--- src/rtl/shift_add_mul_if.sv ---
// Handshake and external-adder bundle for the shift-add multiplier.
// The master side issues jobs and supplies the adder result; the slave side is the multiplier.
interface shift_add_mul_if #(
    parameter int W = 32
);
    logic           start;
    logic [W-1:0]   a;
    logic [W-1:0]   b;
    logic           busy;
    logic           done;
    logic [2*W-1:0] product;
    logic [W-1:0]   add_a;
    logic [W-1:0]   add_b;
    logic [W-1:0]   add_sum;
    logic           add_cout;

    modport master (
        output start, a, b, add_sum, add_cout,
        input  busy, done, product, add_a, add_b
    );

    modport slave (
        input  start, a, b, add_sum, add_cout,
        output busy, done, product, add_a, add_b
    );
endinterface

--- src/rtl/shift_add_mul.sv ---
// Sequential unsigned W x W multiplier: one shift-add iteration per clock,
// using an external W-bit adder for the partial-sum accumulation.
module shift_add_mul #(
    parameter int W = 32
) (
    input  logic           clk,
    input  logic           rst_n,
    shift_add_mul_if.slave bus
);
    localparam int CW = $clog2(W) + 1;

    typedef enum logic [1:0] {
        IDLE = 2'd0,
        RUN  = 2'd1,
        DONE = 2'd2
    } state_t;

    state_t         state_q;
    logic [W-1:0]   m_q;
    logic [W-1:0]   hi_q;
    logic [W-1:0]   lo_q;
    logic [CW-1:0]  cnt_q;
    logic [2*W-1:0] product_q;
    logic           busy_q;
    logic           done_q;

    logic [2*W-1:0] acc_d;
    logic [CW-1:0]  cnt_d;
    logic           last_iter;

    // Adder operands are only live in RUN so the external adder sees 0 otherwise.
    always_comb begin
        bus.add_a = '0;
        bus.add_b = '0;
        if (state_q == RUN) begin
            bus.add_a = hi_q;
            if (lo_q[0]) begin
                bus.add_b = m_q;
            end
        end
    end

    // Carry-out becomes the new MSB, so the shift never loses the top bit of the sum.
    assign acc_d     = {bus.add_cout, bus.add_sum, lo_q[W-1:1]};
    assign cnt_d     = cnt_q + CW'(1);
    assign last_iter = (cnt_q == CW'(W - 1));

    always_ff @(posedge clk or negedge rst_n) begin
        if (!rst_n) begin
            state_q   <= IDLE;
            m_q       <= '0;
            hi_q      <= '0;
            lo_q      <= '0;
            cnt_q     <= '0;
            product_q <= '0;
            busy_q    <= 1'b0;
            done_q    <= 1'b0;
        end else begin
            case (state_q)
                IDLE: begin
                    if (bus.start) begin
                        m_q     <= bus.a;
                        hi_q    <= '0;
                        lo_q    <= bus.b;
                        cnt_q   <= '0;
                        busy_q  <= 1'b1;
                        state_q <= RUN;
                    end
                end
                RUN: begin
                    {hi_q, lo_q} <= acc_d;
                    cnt_q        <= cnt_d;
                    if (last_iter) begin
                        product_q <= acc_d;
                        done_q    <= 1'b1;
                        state_q   <= DONE;
                    end
                end
                DONE: begin
                    busy_q  <= 1'b0;
                    done_q  <= 1'b0;
                    state_q <= IDLE;
                end
                default: begin
                    busy_q  <= 1'b0;
                    done_q  <= 1'b0;
                    state_q <= IDLE;
                end
            endcase
        end
    end

    assign bus.busy    = busy_q;
    assign bus.done    = done_q;
    assign bus.product = product_q;
endmodule

--- src/flat_wrapper.sv ---
// flat-port wrapper written by rule: the top's interface ports become plain ports
module shift_add_mul_flat 
#(
    parameter int W = 32
)
  (clk, rst_n, bus_start, bus_a, bus_b, bus_add_sum, bus_add_cout, bus_busy, bus_done, bus_product, bus_add_a, bus_add_b);
  shift_add_mul_if #(.W(W)) bus_i ();
  input  logic clk;
  input  logic rst_n;
  input wire logic [$bits(bus_i.start)-1:0] bus_start;
  input wire logic [$bits(bus_i.a)-1:0] bus_a;
  input wire logic [$bits(bus_i.b)-1:0] bus_b;
  input wire logic [$bits(bus_i.add_sum)-1:0] bus_add_sum;
  input wire logic [$bits(bus_i.add_cout)-1:0] bus_add_cout;
  output wire logic [$bits(bus_i.busy)-1:0] bus_busy;
  output wire logic [$bits(bus_i.done)-1:0] bus_done;
  output wire logic [$bits(bus_i.product)-1:0] bus_product;
  output wire logic [$bits(bus_i.add_a)-1:0] bus_add_a;
  output wire logic [$bits(bus_i.add_b)-1:0] bus_add_b;
  assign bus_i.start = bus_start;
  assign bus_i.a = bus_a;
  assign bus_i.b = bus_b;
  assign bus_i.add_sum = bus_add_sum;
  assign bus_i.add_cout = bus_add_cout;
  assign bus_busy = bus_i.busy;
  assign bus_done = bus_i.done;
  assign bus_product = bus_i.product;
  assign bus_add_a = bus_i.add_a;
  assign bus_add_b = bus_i.add_b;
  shift_add_mul #(.W(W)) u_core (.clk(clk), .rst_n(rst_n), .bus(bus_i));
endmodule
--- config.mk ---
export PLATFORM = sky130hd
export DESIGN_NAME = shift_add_mul_flat
export DESIGN_NICKNAME = d
export VERILOG_FILES = /design/src/rtl/shift_add_mul_if.sv /design/src/rtl/shift_add_mul.sv /design/src/flat_wrapper.sv
export SDC_FILE = /design/constraint.sdc
export NUM_CORES = 1
export LEC_CHECK = 0
export CAP_MARGIN = 0
export CORE_MARGIN = 2
export CORE_UTILIZATION = 43
export CTS_BUF_LIST = sky130_fd_sc_hd__clkbuf_4
export DETAILED_ROUTE_END_ITERATION = 6
export HOLD_SLACK_MARGIN = 0.12
export PLACE_DENSITY = 0.79
export SLEW_MARGIN = 30
export SYNTH_ARGS = -nofsm -noshare
export SYNTH_HDL_FRONTEND = slang
export SYNTH_SLANG_ARGS = --single-unit
--- constraint.sdc ---
create_clock -name clk -period 1.6 [get_ports clk]
set_input_delay 0.24 -clock clk [delete_from_list [all_inputs] [get_ports clk]]
set_output_delay 0.24 -clock clk [all_outputs]
set_load 0.01 [all_outputs]
==> results of run 1 <==
## what timing repair did
action	CTS	global route
hold buffers	1	0
gates cloned	15	7
endpoints found under the hold margin	170	0
buffers inserted	21	16
resized for setup	390	167
pin swaps	3	19
setup endpoints to repair	227	174
## registers in the layout, indices dropped and copies added (netlist names)
register	flops
u_core.hi_q	32
u_core.cnt_q	6
u_core.bus.busy	1
u_core.bus.done	1
u_core.m_q	32
u_core.lo_q	32
u_core.bus.product	64
u_core.state_q	2
## path summary, 6_finish.rpt
path                            slack, ps  depth (start not counted)                      to
worst min-delay path                  170                          2  u_core.bus.product[41]
worst max register to register       -280                          7  u_core.bus.product[50]
worst max-delay path                 -360                          5            bus_add_b[0]
max in group asynchronous             800                          3  u_core.bus.product[47]
min in group clk                      300                          2           u_core.m_q[9]
worst min register to register        510                          1         u_core.bus.done
## where the power goes
group          total, mW  switching (mW)  internal (mW)
sequential          6.99            1.11           5.88
combinational       8.22            3.50           4.72
clock               2.49            1.39           1.10
## cell families (layout without fill, tap and decap cells)
logic type / Yosys count / count (layout)
buffers and inverters: 44 / 340
adder cells (fa/ha/maj): 1 / 1
AND/OR/NAND/NOR: 112 / 112
multiplexers: 97 / 97
XOR/XNOR: 1 / 1
flip-flops: 170 / 170
AO/OA/AOI/OAI: 107 / 107
## cells in the final DEF (no fill, tap or decap), types with 4 or more instances in the layout
cell type	netlist	layout
and2_1	32	29
nand2_1	33	16
nand2_2	0	9
dfrtp_1	170	170
clkbuf_4	0	20
and3_1	33	32
buf_6	4	26
nand2_4	0	8
clkdlybuf4s50_1	0	98
clkbuf_16	0	6
buf_16	0	12
mux2_4	0	96
buf_12	0	20
dlygate4sd2_1	0	66
a22o_1	34	34
a22oi_1	32	32
clkinv_2	0	4
buf_4	4	18
buf_2	17	59
o21ai_1	2	18
o21ai_2	0	13
## stage by stage
step,hold slack [ps],instance area (µm²),instances
2_1_floorplan,-55.59,6990,532
3_3_place_gp,185.6,9697,963
3_5_place_dp,186.6,9697,963
4_1_cts,144.5,10410,1031
5_1_grt,148.0,11080,1044
6_report,168.7,11080,1044
## metal layers
| metal | GRT usage | routed length (µm) | vias to the layer above |
|---|---|---|---|
| met5 | 0 | 0 | - |
| met4 | 0.08333 | 435 | 0 |
| met1 | 0.2836 | 8731 | 2819 |
| met3 | 0.05671 | 1144 | 31 |
| met2 | 0.4122 | 11230 | 218 |
| li1 | - | - | 2484 |
## area by class of cell
type	count	area, µm²
fillers	1173	4810
flip-flops and latches	170	4254
repair buffers	308	3221
multi-input cells	318	3048
well taps	216	270.3
clock buffers	20	150.1
clock inverters	11	128.9
inverters	1	3.754
==> flow_summary.ini, run 1 <==
[outcome]
status = finished with violations
violations = setup timing

[sta]
finalSetupTns_ps = -51200
tightest_slew_ps = 438.5
clock_skew_ps = 16.84
grt_setup_unrepaired = true
final.min_clock_period_ps = 1955
setup_ws_ps = -355.5
hold_viol = 0
setup_violations = 231
fmax_mhz = 511.4
finalMaxSlewViolations = 0
post-route-period-util = 1.222
slew_headroom = 0.7076

[power]
power.density_nw_per_um2 = 1599
p_total_mw = 17.70
ir_worst_vdd_mv = 0.8323
p_leak_nw = 5.499

[synthesis]
yosys.area.top_type = dfrtp_1
syn_avg_cell_area_um2 = 13.14
synth_nets = 633
yosys.cell_count.top_type = dfrtp_1
netlist_area_um2 = 6988
synthTopCellsByCount = dfrtp_1 (170), mux2_2 (56), mux2_1 (40)
synth_xor_area_frac = 0.001253
synth_edf_count = 0
synth_cell_type_count = 33
synth_compound_area_frac = 0.1080
synth_top_family_by_area = multiplexers
synth_simple_gate_area_frac = 0.09096
yosys-top-cells-area = dfrtp_1 (61%), mux2_2 (9.0%), mux2_1 (6.4%), a22o_1 (4.3%), a22oi_1 (3.4%)
ys_warn_count = 0
ys_seq_area_frac = 0.6088
synth_top_area_share = 0.6088
synth-async-reset-ratio = 1.000
synth_seq_cells = 170
synth-adder-area-share = 0.001791
yosys_most_used_dff = dfrtp_1
muxShareOfSynthArea = 0.1561
synth_cells = 532

[hold_path]
hold_path.class = input pin to async pin

[worst_setup_path]
crit_family = flip-flops
crit_chain = nor2b_4 > buf_6 > buf_12 > and3_1 > buf_2
cp.required_ps = 1360
path_buf_inv = 3
end_kind = primary output
critical_path.slowest_cell = dfrtp_1
critPathLaunchType = flop
path_class = flop to primary output
crit_arrival_ps = 1720
max_stage_delay_ps = 440
setup.worst_path.start = u_core.state_q[1]
crit_fanout = 19
rr_startpoint = u_core.state_q[1]

[final_layout]
antenna_cells = 0
drive_gt1_frac = 0.3756
fin_nets = 917
post-route-util = 0.6972
syn_to_final_growth_pct = 58.50

[drt]
num_vias = 5552
dr.pass1.iters = 5
drc = 0
vias_per_cell = 5.318
wirelength_um = 21540
wl_per_cell_um = 20.63
ant_nets = 0
drtIter0Drc = 327

[run]
cap_viol_max_count = 0

[cts]
path_clk_slew_ps = 130
insertion_delay_ps = 550
clockBufferDepth = 2
cts_root_buf = clkbuf_4
tritoncts = done
cts_buffers = 17
h-tree-depth = 4
cts_sinks = 170

[global_routing]
antenna_found_initial = 0
grt_max_degree = 49
grt_usage = 0.2356
grt_pass1_vias = 5718
grt_pass1_wl_um = 32050
grt-ovfl-total = 0

[placed_design]
place_ws_ps = -223.9
gp_routability_congestion = 0.8017
hpwlAfterDp_um = 12280
port_buffers = 229

[floorplanning]
die_area_um2 = 17290
coreArea_um2 = 15890
fp.dieH_um = 131.5
io_pins = 230
die_w_um = 131.5
rows = 46
initial_core_util = 0.4399
Note: power is estimated with default switching activity, not from simulation.
==> inputs of run 2 (changes only) <==
ABC_AREA = 0   (was not set)
CORE_MARGIN = not set   (was 2)
==> flow_summary.ini, run 2 (synthesized netlist as in run 1, its figures left out) <==
[outcome]
status = finished with violations
violations = setup timing

[sta]
slew_headroom = 0.6770
grt_setup_unrepaired = true
whs_ps = 221.1
clock_skew_ps = 18.23
setup_violations = 179
finalSetupTns_ps = -45030
final.min_clock_period_ps = 1976
hold_viol = 0
finalMaxSlewViolations = 0
setup_ws_ps = -375.9
post-route-period-util = 1.235
fmax_mhz = 506.1
tightest_slew_ps = 484.4

[placed_design]
gp_routability_congestion = 0.7871
hpwlAfterDp_um = 12170
place_ws_ps = -192.1
port_buffers = 229

[power]
switchingPower_mw = 5.991
internal-power_mw = 11.43
p_leak_nw = 5.267
pwr-share-seq = 0.393
swShare = 0.3438
p_total_mw = 17.42
combPwrFrac = 0.470
p_clk_frac = 0.136
ir_worst_vdd_mv = 0.7749
power.density_nw_per_um2 = 1620

[worst_setup_path]
crit_fanout = 7
cp.required_ps = 1360
critPathLaunchType = flop
crit_arrival_ps = 1740
end_kind = primary output
path_class = flop to primary output

[drt]
wirelength_um = 19990
dr.pass1.iters = 4
vias_per_cell = 5.220
drtIter0Drc = 268
num_vias = 5507
drc = 0
ant_nets = 0
wl_per_cell_um = 18.95

[final_layout]
largest_reg_flops = 64
layout_commonest_cell = dfrtp_1
syn_to_final_growth_pct = 53.93
drive_gt1_frac = 0.3544
fin_nets = 926
final_cell_mix = dfrtp_1 (170), clkdlybuf4s50_1 (98), dlygate4sd2_1 (66)

[cts]
tritoncts = done
cts_buffers = 17
clockBufferDepth = 2
cts_root_buf = clkbuf_4
cts_sinks = 170
insertion_delay_ps = 560
path_clk_slew_ps = 150
h-tree-depth = 4

[floorplanning]
die_w_um = 129.5
fp.dieH_um = 129.5
io_pins = 230
rows = 46
coreArea_um2 = 15890
initial_core_util = 0.4399
die_area_um2 = 16770

[global_routing]
antenna_found_initial = 1
grt_usage = 0.2362
grt_pass1_wl_um = 30000
grt-ovfl-total = 0
grt_max_degree = 64
grt_pass1_vias = 5532

[hold_path]
hold_path.class = input pin to async pin

[run]
cap_viol_max_count = 0
run 2: cell count changes in the layout (fill, tap and decap cells not counted), moves of 5 or more:
| cell | delta |
|---|---|
| o21ai_2 | -13 |
| buf_2 | -5 |
| inv_6 | +6 |
| buf_16 | -7 |
| mux2_2 | +46 |
| and3_1 | -6 |
| o21ai_0 | +13 |
| nand2_1 | +17 |
| and3_4 | +6 |
| mux2_4 | -46 |
| nand2_4 | -8 |
| nand2_2 | -9 |
| buf_4 | +19 |
run 2: cell type report:
| cell class | instances | area (µm²) |
|---|---|---|
| antenna | 1 | 2.502 |
| clock buffer | 17 | 127.6 |
| clock inverter | 15 | 138.9 |
| fill | 1178 | 5129 |
| inverter | 1 | 3.754 |
| multi-input combinational | 318 | 2768 |
| sequential | 170 | 4254 |
| tap | 216 | 270.3 |
| timing repair buffer | 317 | 3192 |
run 2: metrics by stage:
stage                       util  std cells  area, µm²
after floorplan                -        532       6990
after global placement    0.6166        971       9794
after detailed placement  0.6166        971       9794
after CTS                 0.6630       1043      10530
after global routing      0.6771       1055      10760
final                     0.6771       1055      10760
run 2: critical path, stage by stage (launching register included):
cell and delay, ps:
dfrtp_1 440, nor2b_4 150, buf_6 170, buf_16 120
buf_6 80, and2_4 130, buf_6 90
run 2: power by group through the flow:
stage | logic [mW] | clock network (mW) | registers [mW]
2_1_floorplan | 3.40 | 0 | 6.85
3_3_place_gp | 7.13 | 0 | 6.79
3_5_place_dp | 7.37 | 0 | 6.89
4_1_cts | 7.73 | 2.46 | 6.81
5_1_grt | 8.79 | 2.63 | 7.04
6_report | 8.20 | 2.38 | 6.85
run 2: worst paths after layout:
check	from	end	slack [ps]	cells past startpoint
worst max-delay path	u_core.state_q[1]	bus_add_a[26]	-380	6
worst min-delay path	rst_n	u_core.bus.product[23]	220	3
worst max register to register	u_core.state_q[1]	u_core.bus.product[61]	-350	8
worst min register to register	u_core.hi_q[24]	u_core.hi_q[24]	510	1
max in group asynchronous	rst_n	u_core.bus.product[51]	920	3
min in group clk	bus_a[11]	u_core.m_q[11]	290	2
run 2: routing by layer:
| metal | wire (µm) | track usage |
|---|---|---|
| met4 | 312 | 0.08824 |
| met5 | 0 | 0 |
| met1 | 8225 | 0.2938 |
| met2 | 10280 | 0.4061 |
| met3 | 1169 | 0.04955 |
run 2: what timing repair did:
item | in CTS | in global routing
hold endpoints to repair | 170 | 0
setup endpoints to repair | 227 | 227
hold buffers | 2 | 0
pin swaps | 8 | 8
setup buffers | 28 | 11
gates cloned | 11 | 5
resized for setup | 415 | 36
==> inputs of run 3 (changes only) <==
ABC_AREA = not set   (was 0)
==> results of run 3 <==
Same layout as run 2: the final DEF is identical, and so are final timing and power.
